--- src/rtl/wsm_pkg.sv ---
// Shared types and layer numbering for the weight streaming memory.
// The controller and the bench use the same layer IDs from here.
package wsm_pkg;

    typedef enum logic [1:0] {
        ST_IDLE  = 2'd0,
        ST_FETCH = 2'd1,
        ST_DRAIN = 2'd2
    } wsm_state_e;

    localparam int WSM_ADDR_W = 18;

    // Descriptor layout at the default memory size.
    typedef struct packed {
        logic [WSM_ADDR_W-1:0] base;
        logic [WSM_ADDR_W:0]   len;
    } wsm_desc_t;

    localparam int WSM_MNIST_FIRST = 0;
    localparam int WSM_MNIST_LAST  = 7;
    localparam int WSM_CIFAR_FIRST = 16;
    localparam int WSM_CIFAR_LAST  = 59;

endpackage

--- src/rtl/rom_generic.sv ---
// Flat parameter memory with a one-cycle registered read.
// The image is derived from the address; "params.mem" names the plain address ramp.
module rom_generic #(
    parameter int    DATA_WIDTH = 8,
    parameter int    ADDR_WIDTH = 18,
    parameter string INIT_FILE  = "params.mem"
) (
    input  logic                  clk,
    input  logic                  en_i,
    input  logic [ADDR_WIDTH-1:0] addr_i,
    output logic [DATA_WIDTH-1:0] data_o
);
    localparam bit RAMP_IMAGE = (INIT_FILE == "params.mem");

    logic [DATA_WIDTH-1:0] data_q;

    // Other image names fold the upper address bits in, so aliased pages differ.
    function automatic logic [DATA_WIDTH-1:0] image_word(input logic [ADDR_WIDTH-1:0] a);
        logic [DATA_WIDTH-1:0] fold;
        fold = '0;
        for (int i = DATA_WIDTH; i < ADDR_WIDTH; i++) begin
            fold[i % DATA_WIDTH] = fold[i % DATA_WIDTH] ^ a[i];
        end
        return RAMP_IMAGE ? a[DATA_WIDTH-1:0] : (a[DATA_WIDTH-1:0] ^ fold);
    endfunction

    always_ff @(posedge clk) begin
        if (en_i) begin
            data_q <= image_word(addr_i);
        end
    end

    assign data_o = data_q;

endmodule

--- src/rtl/wsm_fifo.sv ---
// Show-ahead FIFO with synchronous flush and occupancy count.
// The head reads as zero while empty so idle outputs stay clean.
module wsm_fifo #(
    parameter int  WIDTH = 9,
    parameter int  DEPTH = 4,
    localparam int PTR_W = $clog2(DEPTH),
    localparam int CNT_W = PTR_W + 1
) (
    input  logic             clk,
    input  logic             rst_n,
    input  logic             flush_i,
    input  logic             wr_en_i,
    input  logic [WIDTH-1:0] wr_data_i,
    input  logic             rd_en_i,
    output logic [WIDTH-1:0] rd_data_o,
    output logic             empty_o,
    output logic [CNT_W-1:0] count_o
);
    logic [WIDTH-1:0] mem_q [DEPTH];
    logic [PTR_W-1:0] wr_ptr_q;
    logic [PTR_W-1:0] rd_ptr_q;
    logic [CNT_W-1:0] count_q;
    logic             do_wr;
    logic             do_rd;

    assign do_wr = wr_en_i && (count_q != CNT_W'(DEPTH)) && !flush_i;
    assign do_rd = rd_en_i && (count_q != '0) && !flush_i;

    always_ff @(posedge clk) begin
        if (do_wr) begin
            mem_q[wr_ptr_q] <= wr_data_i;
        end
    end

    always_ff @(posedge clk or negedge rst_n) begin
        if (!rst_n) begin
            wr_ptr_q <= '0;
            rd_ptr_q <= '0;
            count_q  <= '0;
        end else if (flush_i) begin
            wr_ptr_q <= '0;
            rd_ptr_q <= '0;
            count_q  <= '0;
        end else begin
            if (do_wr) wr_ptr_q <= wr_ptr_q + PTR_W'(1);
            if (do_rd) rd_ptr_q <= rd_ptr_q + PTR_W'(1);
            count_q <= count_q + CNT_W'(do_wr) - CNT_W'(do_rd);
        end
    end

    assign empty_o   = (count_q == '0);
    assign count_o   = count_q;
    assign rd_data_o = empty_o ? '0 : mem_q[rd_ptr_q];

endmodule

--- src/rtl/weight_stream_mem.sv ---
// Streams a slice of one layer's parameters from the flat memory using a
// programmable (base, len) descriptor table, with prefetch, abort and error pulses.
module weight_stream_mem
    import wsm_pkg::*;
#(
    parameter int    DATA_WIDTH = 8,
    parameter int    ADDR_WIDTH = 18,
    parameter int    NUM_LAYERS = 64,
    parameter int    FIFO_DEPTH = 4,
    parameter string INIT_FILE  = "params.mem",
    localparam int   LAYER_W    = $clog2(NUM_LAYERS)
) (
    input  logic                  clk,
    input  logic                  rst_n,
    input  logic                  cfg_we,
    input  logic [LAYER_W-1:0]    cfg_layer,
    input  logic [ADDR_WIDTH-1:0] cfg_base,
    input  logic [ADDR_WIDTH:0]   cfg_len,
    output logic                  cfg_err,
    input  logic                  start,
    input  logic [LAYER_W-1:0]    layer_select,
    input  logic [ADDR_WIDTH-1:0] offset,
    input  logic [ADDR_WIDTH:0]   count,
    input  logic                  abort,
    output logic                  busy,
    output logic                  done,
    output logic                  err,
    output logic                  m_valid,
    input  logic                  m_ready,
    output logic [DATA_WIDTH-1:0] m_data,
    output logic                  m_last
);
    localparam int EXT_W = ADDR_WIDTH + 2;
    localparam int CNT_W = $clog2(FIFO_DEPTH) + 1;
    localparam logic [EXT_W-1:0] MEM_WORDS = EXT_W'(1) << ADDR_WIDTH;

    typedef struct packed {
        logic [ADDR_WIDTH-1:0] base;
        logic [ADDR_WIDTH:0]   len;
    } desc_t;

    desc_t                 desc_q [NUM_LAYERS];
    desc_t                 sel_desc;
    logic                  cfg_err_q;
    logic [EXT_W-1:0]      cfg_end;
    logic [EXT_W-1:0]      req_end;
    logic                  cfg_ok;
    logic                  start_ok;

    wsm_state_e            state_q;
    logic                  busy_q;
    logic                  done_q;
    logic                  err_q;
    logic [ADDR_WIDTH-1:0] rd_addr_q;
    logic [ADDR_WIDTH:0]   remaining_q;
    logic                  req_v_q;
    logic                  req_last_q;
    logic [ADDR_WIDTH-1:0] req_addr_q;
    logic                  rd_v_q;
    logic                  rd_last_q;

    logic [DATA_WIDTH-1:0] rom_data;
    logic [DATA_WIDTH:0]   fifo_head;
    logic                  fifo_empty;
    logic [CNT_W-1:0]      fifo_count;
    logic [CNT_W:0]        pending;
    logic                  issue;
    logic                  pop;
    logic                  abort_act;

    assign sel_desc = desc_q[layer_select];
    assign cfg_end  = EXT_W'(cfg_base) + EXT_W'(cfg_len);
    assign cfg_ok   = (cfg_end <= MEM_WORDS);
    assign req_end  = EXT_W'(offset) + EXT_W'(count);
    assign start_ok = (count != '0) && (req_end <= EXT_W'(sel_desc.len));

    // Reads are only issued when the FIFO is guaranteed room for every word in flight.
    assign pending   = (CNT_W+1)'(fifo_count) + (CNT_W+1)'(req_v_q) + (CNT_W+1)'(rd_v_q);
    assign issue     = (state_q == ST_FETCH) && (pending < (CNT_W+1)'(FIFO_DEPTH));
    assign pop       = m_valid && m_ready;
    assign abort_act = abort && (state_q != ST_IDLE);

    always_ff @(posedge clk or negedge rst_n) begin
        if (!rst_n) begin
            for (int i = 0; i < NUM_LAYERS; i++) begin
                desc_q[i] <= '0;
            end
            cfg_err_q <= 1'b0;
        end else begin
            cfg_err_q <= cfg_we && !cfg_ok;
            if (cfg_we && cfg_ok) begin
                desc_q[cfg_layer] <= {cfg_base, cfg_len};
            end
        end
    end

    always_ff @(posedge clk or negedge rst_n) begin
        if (!rst_n) begin
            state_q     <= ST_IDLE;
            busy_q      <= 1'b0;
            done_q      <= 1'b0;
            err_q       <= 1'b0;
            rd_addr_q   <= '0;
            remaining_q <= '0;
            req_v_q     <= 1'b0;
            req_last_q  <= 1'b0;
            req_addr_q  <= '0;
            rd_v_q      <= 1'b0;
            rd_last_q   <= 1'b0;
        end else begin
            done_q    <= 1'b0;
            err_q     <= 1'b0;
            req_v_q   <= 1'b0;
            rd_v_q    <= req_v_q;
            rd_last_q <= req_last_q;
            case (state_q)
                ST_IDLE: begin
                    if (start) begin
                        if (start_ok) begin
                            rd_addr_q   <= sel_desc.base + offset;
                            remaining_q <= count;
                            state_q     <= ST_FETCH;
                            busy_q      <= 1'b1;
                        end else begin
                            err_q <= 1'b1;
                        end
                    end
                end
                ST_FETCH: begin
                    if (issue) begin
                        req_v_q     <= 1'b1;
                        req_addr_q  <= rd_addr_q;
                        req_last_q  <= (remaining_q == (ADDR_WIDTH+1)'(1));
                        rd_addr_q   <= rd_addr_q + ADDR_WIDTH'(1);
                        remaining_q <= remaining_q - (ADDR_WIDTH+1)'(1);
                        if (remaining_q == (ADDR_WIDTH+1)'(1)) begin
                            state_q <= ST_DRAIN;
                        end
                    end
                end
                ST_DRAIN: begin
                    if (pop && m_last) begin
                        done_q  <= 1'b1;
                        busy_q  <= 1'b0;
                        state_q <= ST_IDLE;
                    end
                end
                default: state_q <= ST_IDLE;
            endcase
            // Abort wins over everything above: drop the reads in flight too.
            if (abort_act) begin
                state_q <= ST_IDLE;
                busy_q  <= 1'b0;
                done_q  <= 1'b0;
                req_v_q <= 1'b0;
                rd_v_q  <= 1'b0;
            end
        end
    end

    rom_generic #(
        .DATA_WIDTH (DATA_WIDTH),
        .ADDR_WIDTH (ADDR_WIDTH),
        .INIT_FILE  (INIT_FILE)
    ) u_rom (
        .clk    (clk),
        .en_i   (req_v_q),
        .addr_i (req_addr_q),
        .data_o (rom_data)
    );

    wsm_fifo #(
        .WIDTH (DATA_WIDTH + 1),
        .DEPTH (FIFO_DEPTH)
    ) u_fifo (
        .clk       (clk),
        .rst_n     (rst_n),
        .flush_i   (abort_act),
        .wr_en_i   (rd_v_q),
        .wr_data_i ({rd_last_q, rom_data}),
        .rd_en_i   (pop),
        .rd_data_o (fifo_head),
        .empty_o   (fifo_empty),
        .count_o   (fifo_count)
    );

    assign m_valid = !fifo_empty;
    assign m_last  = fifo_head[DATA_WIDTH];
    assign m_data  = fifo_head[DATA_WIDTH-1:0];
    assign busy    = busy_q;
    assign done    = done_q;
    assign err     = err_q;
    assign cfg_err = cfg_err_q;

endmodule

--- config.mk ---
export PLATFORM = sky130hd
export DESIGN_NAME = weight_stream_mem
export DESIGN_NICKNAME = d
export VERILOG_FILES = /design/src/rtl/wsm_pkg.sv /design/src/rtl/rom_generic.sv /design/src/rtl/wsm_fifo.sv /design/src/rtl/weight_stream_mem.sv
export SDC_FILE = /design/constraint.sdc
export NUM_CORES = 2
export LEC_CHECK = 0
export ABC_AREA = 1
export CAP_MARGIN = 20
export CORE_ASPECT_RATIO = 1.2
export CORE_UTILIZATION = 30
export CTS_BUF_LIST = sky130_fd_sc_hd__clkbuf_16
export DETAILED_ROUTE_END_ITERATION = 8
export PLACE_DENSITY = 0.42
export SYNTH_ARGS = -nofsm -noshare
export SYNTH_HDL_FRONTEND = slang
export SYNTH_SLANG_ARGS = --single-unit
--- constraint.sdc ---
create_clock -name clk -period 6.8 [get_ports clk]
set_input_delay 1.02 -clock clk [delete_from_list [all_inputs] [get_ports clk]]
set_output_delay 1.02 -clock clk [all_outputs]
set_load 0.005 [all_outputs]
# Yosys cells after proc, flatten, opt, wreduce, memory -nomap -nowiden
# Memory sizes are Yosys's and may differ from the RTL's.
# Index checks and enable logic that the tools add are counted.
dict set report word_totals {
  memories 1
  ram_bits 36
  ff_bits 2438
  output_inout_bits 14
  word_cells 248
}
dict set report classes {
  mux 44
  order_cmp 6
  bitwise 2
  n_eq_ne 12
  add_sub_neg 11
  reduce_logical 28
}
# name depth width rd rd_clocked_by_memory_dff wr line_no
set mem_list {}
lappend mem_list {u_fifo.mem_q 4 9 1 0 1 wsm_fifo.sv:19} ;# logic [WIDTH-1:0] mem_q [DEPTH];
# operator count
set ops {}
lappend ops {{bitwise mux 2368 bit} 1}
lappend ops {{binary-select mux 37 bit (select 6 bit)} 1}
lappend ops {{demux 37 bit (select 6 bit)} 1}
lappend ops {{two-way mux 37 bit} 3}
lappend ops {{two-way mux 19 bit} 3}
lappend ops {{two-way mux 18 bit} 3}
lappend ops {{adder 18 x 19 -> 20 bit} 2}
lappend ops {{one-hot mux 19 bit (2 select lines)} 1}
lappend ops {{one-hot mux 18 bit (2 select lines)} 1}
lappend ops {{<= comparator 20 x 19 -> 1 bit} 1}
lappend ops {{<= comparator 20 x 19 -> 1 bit, second input constant} 1}
lappend ops {{two-way mux 2 bit} 10}
lappend ops {{== test 19 x 1 -> 1 bit, second input constant} 1}
lappend ops {{nonzero test 19 bit} 1}
lappend ops {{subtractor 19 x 1 -> 19 bit, second input constant} 1}
lappend ops {{adder 18 x 1 -> 18 bit, second input constant} 1}
lappend ops {{adder 18 bit} 1}
lappend ops {{two-way mux 1 bit} 16}
lappend ops {{greater-or-equal comparator 7 bit, second input constant} 2}
lappend ops {{NOT 6 -> 7 bit} 2}
lappend ops {{logical AND 1 bit} 12}
lappend ops {{inequality test 3 x 2 -> 1 bit, second input constant} 4}
lappend ops {{two-way mux 9 bit} 1}
lappend ops {{AND reduction 4 bit} 2}
lappend ops {{other kinds (22)} 31}

# Longest topological paths before layout
dict set report logic_depth {
  depth_word 10
  depth_mapped 31
}

# Modules after synthesis
# From an unflattened synthesis, not the netlist that was laid out.
dict set report unflattened {
  cells_unflattened 16629
  hier_area_um2 128634.6
}
# module area_each_um2 cells_each instances
set modules_own_cells {}
lappend modules_own_cells {weight_stream_mem 126411.2 16419 1}
lappend modules_own_cells {wsm_fifo 1983.2 202 1}
lappend modules_own_cells {rom_generic 240.2 8 1}

# Least setup slack after synthesis
# No wires, ideal clock.
dict set report synth_timing {
  path_type {input -> register}
  from {in layer_select[0]}
  to {reg busy_q, in the netlist busy}
  arrival_ns 4.448
  slack_ns 2.210
  t_required_ns 6.658
  stages 30
  path_cell_list {buf_2 clkinv_1 buf_2 buf_2 clkbuf_1 clkbuf_1 nor2_1 o22ai_1 nor2_1 o221ai_1 o211ai_1 nand2_1 inv_1 ha_1 nand2_1 nor2_1 and2_1 nand2_1 nand3_1 nand2_1 nand2_1 nand2_1 nand2_1 nand2_1 nand2_1 nand2_1 nand3_1 buf_2 clkbuf_1 o21ai_0}
}
dict set report synth_between {
  elab_chain_len 8
}
# element line_no
set synth_lines {}
lappend synth_lines {{start, declared} weight_stream_mem.sv:21} ;# input logic [LAYER_W-1:0] layer_select,
lappend synth_lines {{NOT 6 -> 7 bit (not written as such)} weight_stream_mem.sv:71} ;# assign sel_desc = desc_q[layer_select];
lappend synth_lines {{binary-select mux 37 bit (select 6 bit)} weight_stream_mem.sv:71}
lappend synth_lines {{two-way mux 37 bit (not written as such) (2 in series)} weight_stream_mem.sv:71}
lappend synth_lines {{<= comparator 20 x 19 -> 1 bit} weight_stream_mem.sv:75} ;# assign start_ok = (count != '0) && (req_end <= EXT_W'(sel_desc.len));
lappend synth_lines {{logical AND 1 bit} weight_stream_mem.sv:75}
lappend synth_lines {{inequality test 3 x 2 -> 1 bit (no line)} --}
lappend synth_lines {{AND reduction 4 bit (no line)} --}
lappend synth_lines {{end signal, assigned} weight_stream_mem.sv:100} ;# busy_q <= 1'b0;
lappend synth_lines {{end signal, assigned} weight_stream_mem.sv:123} ;# busy_q <= 1'b1;
lappend synth_lines {{end signal, assigned} weight_stream_mem.sv:144} ;# busy_q <= 1'b0;
lappend synth_lines {{end, declared} weight_stream_mem.sv:51} ;# logic busy_q;
# No other way between the ends. The select of a mux whose other input is x is not followed.
# A chain may end at the register's enable or synchronous reset.

# Final worst setup path
dict set report layout_timing {
  from {in layer_select[0]}
  to {reg remaining_q[11]}
}
dict set report layout_between {
  elab_chain_len 8
}
# element line_no
set layout_lines {}
lappend layout_lines {{NOT 6 -> 7 bit (not written as such)} weight_stream_mem.sv:71}
lappend layout_lines {{binary-select mux 37 bit (select 6 bit)} weight_stream_mem.sv:71}
lappend layout_lines {{two-way mux 37 bit (not written as such) (2 in series)} weight_stream_mem.sv:71}
lappend layout_lines {{<= comparator 20 x 19 -> 1 bit} weight_stream_mem.sv:75}
lappend layout_lines {{logical AND 1 bit} weight_stream_mem.sv:75}
lappend layout_lines {{inequality test 2 bit (no line)} --}
lappend layout_lines {{AND reduction 4 bit (no line)} --}
lappend layout_lines {{end signal, assigned} weight_stream_mem.sv:121} ;# remaining_q <= count;
lappend layout_lines {{end signal, assigned} weight_stream_mem.sv:135} ;# remaining_q <= remaining_q - (ADDR_WIDTH+1)'(1);
lappend layout_lines {{end, declared} weight_stream_mem.sv:55} ;# logic [ADDR_WIDTH:0] remaining_q;
# No other way between the ends. The select of a mux whose other input is x is not followed.

==> impl_metrics.toml <==
[routing]
totalWireLength_um = 440400
detail-route-antenna-nets = 0
drc_errors = 0
avgViaCountPerCell = 5.664
num_vias = 90630
drt-initial-drc-count = 9409
drt_pre_antenna_iters = 8
routedWlPerCell_um = 27.53

[clocking]
cts_hold_buffers = 0
cts_tree = "done"
clock_path_buffers = 4
cts_buffers = 216
cts_sinks = 1824
ctsHtreeMaxLevel = 4
clkTransAtPathRegs_ns = 0.07
worst_skew_pair.late_latency_ns = 0.93
cts_setup_buffers = 0
postCtsResizedCells = 0
cts_root_buf = "clkbuf_16"

[floorplan]
die_w_um = 516.1
core_area_um2 = 315600
start_util_pct = 30.15
die-area_um2 = 319400
num_rows = 226
die_h_um = 618.9
num_io_pins = 106

[final_layout]
layout_commonest_cell = "nand2_1"
post-route-util_pct = 33.70
synthToLayoutAreaGrowth_pct = 11.78
drive_gt1_share_pct = 7.022
final_net_count = 11790
final_cell_mix = "nand2_1, dfrtp_1, nand4_1"
final_cells = 16000
final_area_um2 = 106400

[sta]
fin_crit_sh_pct = 75.94
layout_setup_ws_ns = 1.636
worst_hold_slack_ns = 0.1057
fin_crit_ns = 5.164
worst_pin_slew_ns = 1.166
skew_ns = 0.06929
max_freq_mhz = 193.7
slew_violations = 0
setup_violations = 0
final_hold_viol_count = 0
rsz0062_at_grt = "no"
slew_headroom_pct = 22.21
setup_tns_ns = 0

[yosys]
yosysSeqAreaShare_pct = 48.20
ys_async_sr_fraction_pct = 97.59
syn_nets = 12350
ys_ff_latch = 1824
synth_cell_types = 44
ys.flop_type = "dfrtp_1"
yosys_warnings = 0
synth_edf_count = 44
netlist_area_um2 = 95150
synthCells = 12180
syn_area_per_cell_um2 = 7.813

[global_route]
antenna_found_initial = 11
track_usage_pct = 27.06
grt_pass1_wl_um = 645700
grt_pass1_vias = 88010
grt-ovfl-total = 0
grt_start_max_net_pins = 156

[pwr]
power-per-cell-area_nw_per_um2 = 274.0
peakVddDrop_mv = 0.1971
leakage_nw = 52.07
total_power_mw = 29.14

[critical_path]
critPathKind = "in2reg"
cp_data_required_time_ns = 7.61
r2r_cells = 25
cp-endpoint = "remaining_q[11]"
endpoint_kind = "flop"
rr_startpoint = "desc_q[1671]"
worstReg2RegEnd = "remaining_q[11]"
start_kind = "input pin"
crit_fanout = 50
crit_start = "layer_select[0]"
arrival_ns = 5.97
reg2reg_slack_ns = 2.45

[placed_design]
gp_congestion = 0.9047
hpwl_um = 263400
pre_cts_slack_ns = 0.6409
portBuffers = 105
place_inst = 15620
dpl-instance-area_um2 = 99810

[job]
maxCapViolations = 0

[worst_hold_path]
holdCritPathClass = "in2async"

[status]
status = "completed"
-- critical path, cell delays in order --
cell	delay (ns)
buf_8	0.19
inv_8	0.44
buf_12	0.26
buf_12	0.21
o21ai_0	0.09
o22ai_1	0.45
nor2_1	0.13
o311ai_0	0.73
nand3_1	0.45
nand2_1	0.20
inv_1	0.07
ha_1	0.28
inv_1	0.05
nor3_1	0.23
nand2_1	0.10
nand2_1	0.07
nand2_1	0.05
nand2_1	0.05
nand2_1	0.04
nand2_1	0.05
nand2_1	0.14
nand3_1	0.17
nand2_1	0.11
buf_12	0.19
nand2_1	0.07
nand2_1	0.05
-- worst min path at each step --
stage / from / endpoint / cells past startpoint
after floorplan: req_last_q / rd_last_q / 0
after global placement: req_last_q / rd_last_q / 0
after detailed placement: req_last_q / rd_last_q / 0
after CTS: rst_n / desc_q[795] / 1
after global routing: rst_n / desc_q[795] / 1
final: rst_n / desc_q[795] / 1
-- cell type report --
type	count	area (µm²)
Timing Repair Buffer	466	4688
Antenna cell	6	15.01
Multi-Input combinational cell	8954	43370
Fill cell	33300	209200
Tap cell	4218	5278
Sequential cell	1824	45860
Clock buffer	220	5505
Inverter	161	628.1
Clock inverter	152	1002
-- routing by layer --
metal | global-route usage (%) | wire length, µm | vias up
met5 | 0 | 66 | -
li1 | - | - | 40820
met2 | 42.33 | 200000 | 3442
met1 | 36.39 | 188800 | 45640
met4 | 12.17 | 22160 | 10
met3 | 4.597 | 29440 | 713
-- sequential cells by signal, summed over array words and instances, names as in the netlist, 3 cells and up --
name / cells
u_rom.data_o: 8
u_fifo.mem_q: 36
u_fifo.count_o: 3
remaining_q: 19
req_addr_q: 8
rd_addr_q: 8
desc_q: 1728
-- cell usage after synthesis (7+ instances only) --
master	n	area share (%)
buf_6	48	0.57
nor3_1	18	0.095
o311ai_0	18	0.17
dfrtp_1	1780	47
xnor2_1	7	0.064
o22ai_1	444	2.9
nand3_4	64	1.2
nand2_1	3875	15
edfxtp_1	44	1.4
a21oi_1	75	0.39
nand4_1	1734	11
o21ai_0	1087	5.7
buf_8	11	0.17
o211ai_1	26	0.21
inv_2	9	0.036
o221ai_1	59	0.54
buf_1	47	0.19
nor2_1	1238	4.9
xor2_1	28	0.26
buf_2	300	1.6
clkbuf_1	829	3.3
ha_1	73	0.96
nor4_1	9	0.059
inv_1	147	0.58
o21bai_1	9	0.071
nand3_1	153	0.80
-- power breakdown --
group	leakage, nW	internal [mW]	switching (mW)
registers	24.8	11.9	0.631
logic	23.9	1.50	3.87
clock network	3.37	6.28	4.98
-- kinds of logic after synthesis --
| family | Yosys count | synth area share, % |
|---|---|---|
| adder cells (fa/ha/maj) | 77 | 1.044 |
| AO/OA/AOI/OAI | 1736 | 10.16 |
| XOR/XNOR | 35 | 0.3222 |
| buffers and inverters | 1400 | 6.455 |
| AND/OR/NAND/NOR | 7106 | 33.82 |
| flip-flops | 1824 | 48.20 |
Power figures use the tool's default switching activity.
